--- config.mk ---
export PLATFORM = sky130hd
export DESIGN_NAME = reorder_buffer
export DESIGN_NICKNAME = d
export VERILOG_FILES = /design/src/rtl/reorder_buffer.sv
export SDC_FILE = /design/constraint.sdc
export NUM_CORES = 2
export LEC_CHECK = 0
export BUFFER_PORTS_ARGS = -buffer_cell sky130_fd_sc_hd__buf_2
export CAP_MARGIN = 30
export CORE_ASPECT_RATIO = 0.75
export CORE_MARGIN = 2
export CORE_UTILIZATION = 42
export CTS_CLUSTER_DIAMETER = 100
export CTS_CLUSTER_SIZE = 14
export DETAILED_ROUTE_END_ITERATION = 10
export MAX_ROUTING_LAYER = met4
export PLACE_DENSITY_LB_ADDON = 0.3
export SLEW_MARGIN = 20
export SYNTH_ARGS = -nofsm -noshare
export SYNTH_HDL_FRONTEND = slang
export SYNTH_SLANG_ARGS = --single-unit
--- constraint.sdc ---
create_clock -name clk_in -period 5.5 [get_ports clk_in]
set_input_delay 0.275 -clock clk_in [delete_from_list [all_inputs] [get_ports clk_in]]
set_output_delay 0.275 -clock clk_in [all_outputs]
set_load 0.02 [all_outputs]
--- src/rtl/reorder_buffer.sv ---
// Reorder buffer: tag allocation, CDB capture, operand lookup
// and strictly in-order retirement of the Tomasulo core.
module reorder_buffer #(
    parameter int REG_ADDR_WIDTH = 5,
    parameter int Q_WIDTH        = 4
) (
    input  logic                      clk_in,
    input  logic                      rst_in,
    input  logic                      rdy_in,
    input  logic                      issue_valid,
    input  logic                      issue_has_rd,
    input  logic [REG_ADDR_WIDTH-1:0] issue_rd,
    output logic                      issue_ready,
    output logic [Q_WIDTH-1:0]        issue_tag,
    output logic                      rd_control,
    output logic [REG_ADDR_WIDTH-1:0] rd,
    output logic [Q_WIDTH-1:0]        Q_value,
    input  logic                      cdb_valid,
    input  logic [Q_WIDTH-1:0]        cdb_tag,
    input  logic [31:0]               cdb_value,
    input  logic [Q_WIDTH-1:0]        query1_tag,
    input  logic [Q_WIDTH-1:0]        query2_tag,
    output logic                      query1_ready,
    output logic                      query2_ready,
    output logic [31:0]               query1_value,
    output logic [31:0]               query2_value,
    output logic                      has_commit,
    output logic [REG_ADDR_WIDTH-1:0] commit_target,
    output logic [Q_WIDTH-1:0]        Commit_Q,
    output logic [31:0]               Commit_V
);

    localparam int NENT = 2 ** Q_WIDTH;
    localparam int ROB_SIZE = NENT - 1;
    localparam logic [Q_WIDTH-1:0] LAST = Q_WIDTH'(ROB_SIZE);
    localparam logic [Q_WIDTH-1:0] FIRST = Q_WIDTH'(1);

    logic [Q_WIDTH-1:0]        head_q, head_d;
    logic [Q_WIDTH-1:0]        tail_q, tail_d;
    logic [Q_WIDTH-1:0]        count_q, count_d;
    logic [NENT-1:0]           busy_q, busy_d;
    logic [NENT-1:0]           ready_q, ready_d;
    logic [REG_ADDR_WIDTH-1:0] dest_q [NENT];
    logic [REG_ADDR_WIDTH-1:0] dest_d [NENT];
    logic [31:0]               value_q [NENT];
    logic [31:0]               value_d [NENT];

    logic                      has_commit_q, has_commit_d;
    logic [REG_ADDR_WIDTH-1:0] commit_target_q, commit_target_d;
    logic [Q_WIDTH-1:0]        commit_q_q, commit_q_d;
    logic [31:0]               commit_v_q, commit_v_d;

    logic issue_fire;
    logic commit_fire;
    logic cdb_hit;

    // Tag 0 means "no producer", so the ring skips it.
    function automatic logic [Q_WIDTH-1:0] tag_inc(
        input logic [Q_WIDTH-1:0] t
    );
        return (t == LAST) ? FIRST : t + FIRST;
    endfunction

    function automatic logic lookup_ready(
        input logic [Q_WIDTH-1:0] t,
        input logic [NENT-1:0]    rdy,
        input logic               cv,
        input logic [Q_WIDTH-1:0] ct
    );
        if (t == '0) return 1'b0;
        if (rdy[t]) return 1'b1;
        return cv && (ct == t);
    endfunction

    assign issue_ready = rdy_in && (count_q != LAST);
    assign issue_fire  = issue_valid && issue_ready;
    assign issue_tag   = tail_q;
    assign rd_control  = issue_fire && issue_has_rd &&
                         (issue_rd != '0);
    assign rd          = issue_rd;
    assign Q_value     = tail_q;

    assign commit_fire = rdy_in && busy_q[head_q] && ready_q[head_q];
    assign cdb_hit     = rdy_in && cdb_valid && (cdb_tag != '0) &&
                         busy_q[cdb_tag];

    always_comb begin
        query1_ready = lookup_ready(query1_tag, ready_q,
                                    cdb_valid, cdb_tag);
        query2_ready = lookup_ready(query2_tag, ready_q,
                                    cdb_valid, cdb_tag);
        query1_value = '0;
        query2_value = '0;
        if (query1_ready)
            query1_value = ready_q[query1_tag] ?
                           value_q[query1_tag] : cdb_value;
        if (query2_ready)
            query2_value = ready_q[query2_tag] ?
                           value_q[query2_tag] : cdb_value;
    end

    always_comb begin
        head_d  = head_q;
        tail_d  = tail_q;
        count_d = count_q;
        busy_d  = busy_q;
        ready_d = ready_q;
        dest_d  = dest_q;
        value_d = value_q;

        has_commit_d    = commit_fire;
        commit_target_d = commit_target_q;
        commit_q_d      = commit_q_q;
        commit_v_d      = commit_v_q;

        if (cdb_hit) begin
            ready_d[cdb_tag] = 1'b1;
            value_d[cdb_tag] = cdb_value;
        end

        if (commit_fire) begin
            commit_target_d = dest_q[head_q];
            commit_q_d      = head_q;
            commit_v_d      = value_q[head_q];
            busy_d[head_q]  = 1'b0;
            ready_d[head_q] = 1'b0;
            dest_d[head_q]  = '0;
            value_d[head_q] = '0;
            head_d          = tag_inc(head_q);
        end

        if (issue_fire) begin
            busy_d[tail_q]  = 1'b1;
            ready_d[tail_q] = 1'b0;
            dest_d[tail_q]  = issue_has_rd ? issue_rd : '0;
            tail_d          = tag_inc(tail_q);
        end

        unique case ({issue_fire, commit_fire})
            2'b10:   count_d = count_q + FIRST;
            2'b01:   count_d = count_q - FIRST;
            default: count_d = count_q;
        endcase
    end

    always_ff @(posedge clk_in) begin
        if (rst_in) begin
            head_q          <= FIRST;
            tail_q          <= FIRST;
            count_q         <= '0;
            busy_q          <= '0;
            ready_q         <= '0;
            has_commit_q    <= 1'b0;
            commit_target_q <= '0;
            commit_q_q      <= '0;
            commit_v_q      <= '0;
            for (int i = 0; i < NENT; i++) begin
                dest_q[i]  <= '0;
                value_q[i] <= '0;
            end
        end else begin
            head_q          <= head_d;
            tail_q          <= tail_d;
            count_q         <= count_d;
            busy_q          <= busy_d;
            ready_q         <= ready_d;
            has_commit_q    <= has_commit_d;
            commit_target_q <= commit_target_d;
            commit_q_q      <= commit_q_d;
            commit_v_q      <= commit_v_d;
            for (int i = 0; i < NENT; i++) begin
                dest_q[i]  <= dest_d[i];
                value_q[i] <= value_d[i];
            end
        end
    end

    assign has_commit    = has_commit_q;
    assign commit_target = commit_target_q;
    assign Commit_Q      = commit_q_q;
    assign Commit_V      = commit_v_q;

endmodule

# Word level (Yosys, flattened, before mapping)
# Index checks and enable logic that the tools add are counted.
# word_totals
register_bits,678
inputBits,55
# op_classes
n_addsub,4
magnitude_cmp,16
eq_ne,7
mux,69
bitwise_logic,16
n_reduce_logical,22
# ops
cell,n
$mux 512,2
$and 512x512->512,1
$bwmux 512,1
$not 512->512,1
$bmux 32 s4,3
$mux 32,12
$demux 32 s4,2
$mux 80,2
$and 80x80->80,1
$bwmux 80,1
$mux 16,5
$not 80->80,1
$and 16x16->16,3
$demux 5 s4,2
$not 16->16,2
$or 16x16->16,2
$ge 5x5->1 const B,5
$lt 4x5->1 const B,5
$mux 5,5
$not 4->5,5
$mux 1,22
$bmux 1 s4,5
$bmux 5 s4,1
$logic_and 1x1->1,17
16 further kinds,28

# Longest topological paths before layout
# depth
depth_word,10
ltp_mapped,15
depth_no_buf,12

# Least setup slack after synthesis
# No wires, ideal clock.
# synth_timing
path_kind,reg-to-reg
from,reg head_q[1]
to,reg count_q[2]
setup_ps,70
arrival_time_ps,3005
setup_slack_ps,2425
path_stages_with_launch,16
cell_sequence,dfxtp_1 buf_6 mux2_1 o31a_4 inv_2 o31a_1 buf_4 buf_2 nor2_1 ha_1 xor2_1 ha_1 a21oi_1 xor2_1 or3_1 a21oi_1
# synth_via
elab_chain_cells,6
elab_cells_between_ends,10
# synth_lines
element,line_no,text
start: declaration,38,"logic [Q_WIDTH-1:0] head_q, head_d;"
start signal: assignment,148,head_q <= FIRST;
start signal: assignment,162,head_q <= head_d;
$bmux 1 s4,83,assign commit_fire = rdy_in && busy_q[head_q] && ready_q[head_q];
$mux 1 (not written as such),83,
$logic_and 1x1->1,83,
$logic_and 1x1->1 (*),83,
net commit_fire,54,logic commit_fire;
$eq 2x1->1 / $eq 2x2->1 (equally long branches),139,"unique case ({issue_fire, commit_fire})"
$pmux 4 s2 / $reduce_bool 2->1 (equally long branches),n/a,
end signal: assignment,164,count_q <= count_d;
end: declaration,40,"logic [Q_WIDTH-1:0] count_q, count_d;"
# The timed path passes the listed nets; every way through them passes the cells marked *. The select of a mux whose other input is x is not followed.
# A chain may end at the register's enable or synchronous reset.

# Worst setup path after layout
# layout_timing
from,reg head_q[0]
to,reg count_q[2]
# The elaborated chain is that of the path after synthesis.

==> metrics <==
status complete, no violations; area leader, netlist dfxtp_1; routed vias 31100; Lkg Pwr 13.5 nW; Final Non-Filler Cells 4778; cell total after placement 4704; crit-path cells buf_4 -> nand3_1 -> o311ai_1 -> o31a_2 -> nor2_1 -> ha_1 -> xor2_1 -> ha_1 -> a21oi_1 -> xor2_1 -> or3_1 -> a21oi_1; Final Hold Vio Count 0; clk_lat worst skew 0.68 ns; I/O Buffers 177; post-synthesis sequential area ratio 35.9%; Max-Cap Viols 0; Synth warnings 0; post-DR wirelength/cell 29.8 µm; setup violators final 0; CTS Sinks 678; # DRC 0; Slew HR 28.2%; Multi-input gate area 22400 µm²; Synth Area in Simple Gates 12.9%; maximum vdd drop 0.246 mV; crit-path max cell delay 0.93 ns; fin crit period 3.87 ns; DIE AREA 92400 µm²; vias in the first global route 29300; Hold Path Class input pin to flop; total CTS buffers 54; Die Y 264 µm; proportion of layout cells with a drive suffix above 1 25.5%; DRT iter0 DRCs 4425; fin crit share 70.3%; Core ar. 89400 µm²; Initial Util 42.3%; clk_skew 0.0390 ns; critical path type flop to flop; Avg Cell Area, Syn 10.3 µm²; HPWL Detailed 85.9 mm; CTS tree built; Seq cells post-synth 678; CP Capture Type flop; cts repair resizes 0; number of synthesized flops with an enable pin 0; Least-Margin Pin Slew 1.08 ns; synthesis-to-layout area growth 8.59%; GRT Overall Usage 31.4%; DR pass1 iterations 6; crit start category flop; PwrDens 229 nW/µm²; Synth Area in XOR/XNOR 0.348%; placed cell area 39500 µm²; nets@finish 3621; initial antenna violation count 3; top cell type's share of synthesized area 35.9%; Max Slew Vio Count 0; GRT met3 Usage 9.06%; Final ANT Viol Nets 0; register area 13600 µm²; critical path peak fanout 44; Async SR Flop Fraction 0%; Critical Path RT 6.09 ns; mux share of post-synthesis cell area 36.4%; synthesized instance count 3655; CTS Root Cell clkbuf_16; filler cell count 8304; dominant cells by area after synthesis dfxtp_1, mux4_2, nand2_1; Synth Area in Adders 0.364%; final WL 142 mm; Synth Cell Area 37800 µm²; fmax 0.259 GHz; Boundary Pins 178; die width 350 µm; main combinational cell family by area after synthesis multiplexers; Hold Buf Count CTS 5; post-synthesis compound-gate area fraction 8.54%; Top FF cell, synth dfxtp_1; RSZ-0062 raised after global routing no; synth unique cells 64; largest net degree at the start of global routing 130; via/cell ratio 6.52; final core occ 45.9%; Most Crowded Layer GR met2; GR Overflow Total 0; met1 Use GR 43.2%; H-tree Lvls 2; Slowest cell on crit path dfxtp_4; post-route cell area 41000 µm²; Routability Congestion 0.885; first-pass GRT wire length 208 mm; final setup TNS 0 ns; CP Data Arrival Time 4.46 ns; buffers from clock root to sink, at most 3; met2 usage 44.3%; syn_nets 3721; FP Rows 95; clock slew at reported path FFs 0.07 ns; total setup buffers inserted after CTS 0
==> stage by stage <==
stage | worst slack (ns) | total power, mW | hold WS [ns]
after floorplan | 2.42 | 5.50 | 0.427
after global placement | 1.39 | 5.78 | 0.441
after detailed placement | 1.65 | 5.79 | 0.449
after CTS | 1.63 | 9.39 | 0.00197
after global routing | 1.35 | 9.60 | 0.0415
final | 1.63 | 9.38 | 0.0248
==> path summary, 6_finish.rpt <==
kind / from / end / slack [ns] / depth (start not counted)
setup / recovery: head_q[0] / count_q[2] / 1.63 / 12
hold / removal: cdb_value[15] / value_q[239] / 0.02 / 3
setup reg to reg: head_q[0] / count_q[2] / 1.63 / 12
hold reg to reg: dest_q[2] / dest_q[2] / 0.47 / 1
==> cell usage in the layout (no fill, tap or decap), types with 5 or more instances in the layout <==
master           n
nand2b_1         5
buf_2          170
buf_16           5
o22ai_1         75
clkbuf_16       55
nand3_2          7
nand2_1        733
inv_1           23
xor2_1          11
and2_1          35
a21oi_1        399
nand2_2          6
buf_4           63
nor2_1         223
and3_2          11
o21ai_0         69
dfxtp_1        674
diode_2          6
o31ai_4          9
dlygate4sd3_1    5
buf_6            7
nand3_1        132
mux4_2         519
mux2i_1        198
ha_1            11
buf_12          15
nand4_1          6
==> final cells by class <==
type	instances	share of cell area [%]
multi-input cells	2527	54.7
well taps	1212	3.70
repair buffers	269	4.75
flip-flops and latches	678	33.1
inverters	25	0.229
clock buffers	58	3.38
clock inverters	3	0.0915
diodes	6	0.0366
==> critical path: cells and delay by family (launching register included) <==
kind            cells  cell delay, ns
compound gates      4            0.76
flops               1            0.93
xor+xnor            2            0.25
fa+ha+maj           2            0.43
simple gates        3            0.66
buf+inv             1            0.70
==> flip-flops by register name, indices dropped and copies added (netlist names) <==
name and flops:
busy_q 16, head_q 4, ready_q 16, count_q 4, has_commit 1, Commit_V 32
value_q 512, commit_target 5, dest_q 80, Commit_Q 4, Q_value 4
==> report_power, final <==
part | total (mW) | switching (mW) | internal [mW]
clock network | 3.69 | 1.91 | 1.78
logic | 0.777 | 0.560 | 0.217
registers | 4.92 | 0.00798 | 4.91
==> synthesized netlist by cell type, types with 3 or more instances <==
| cell | number |
|---|---|
| o21ai_0 | 69 |
| a21boi_0 | 3 |
| o31ai_2 | 8 |
| a21oi_1 | 402 |
| nor2_1 | 223 |
| clkbuf_2 | 3 |
| nand4_1 | 6 |
| buf_6 | 14 |
| mux2i_1 | 200 |
| or3_1 | 3 |
| nor3_1 | 3 |
| a2bb2o_1 | 4 |
| ha_1 | 11 |
| nand3_1 | 140 |
| nor2b_1 | 6 |
| clkbuf_1 | 239 |
| buf_4 | 27 |
| o21ai_1 | 5 |
| o32a_1 | 3 |
| o22ai_1 | 75 |
| dfxtp_1 | 678 |
| nand2_1 | 740 |
| buf_2 | 120 |
| and2_1 | 36 |
| mux2_2 | 3 |
| inv_1 | 23 |
| xor2_1 | 11 |
| xnor2_1 | 4 |
| nand2b_1 | 5 |
| and3_1 | 15 |
| mux4_2 | 519 |
| buf_1 | 21 |
==> cells by family after synthesis <==
family                     after synthesis
AOI/OAI and AO/OA                      588
xor gates and xnor gates                15
adders and majority gates               11
buffers and inverters                  450
DFF                                    678
muxes                                  724
and+or+nand+nor                       1189
==> metal layers <==
metal  share of wire [%]  wire [µm]
met2                  43      61400
met3                  13      18600
met5                   0          0
met1                  40      56900
met4                 3.8       5440
No activity file was read; power rests on OpenSTA's default activity.
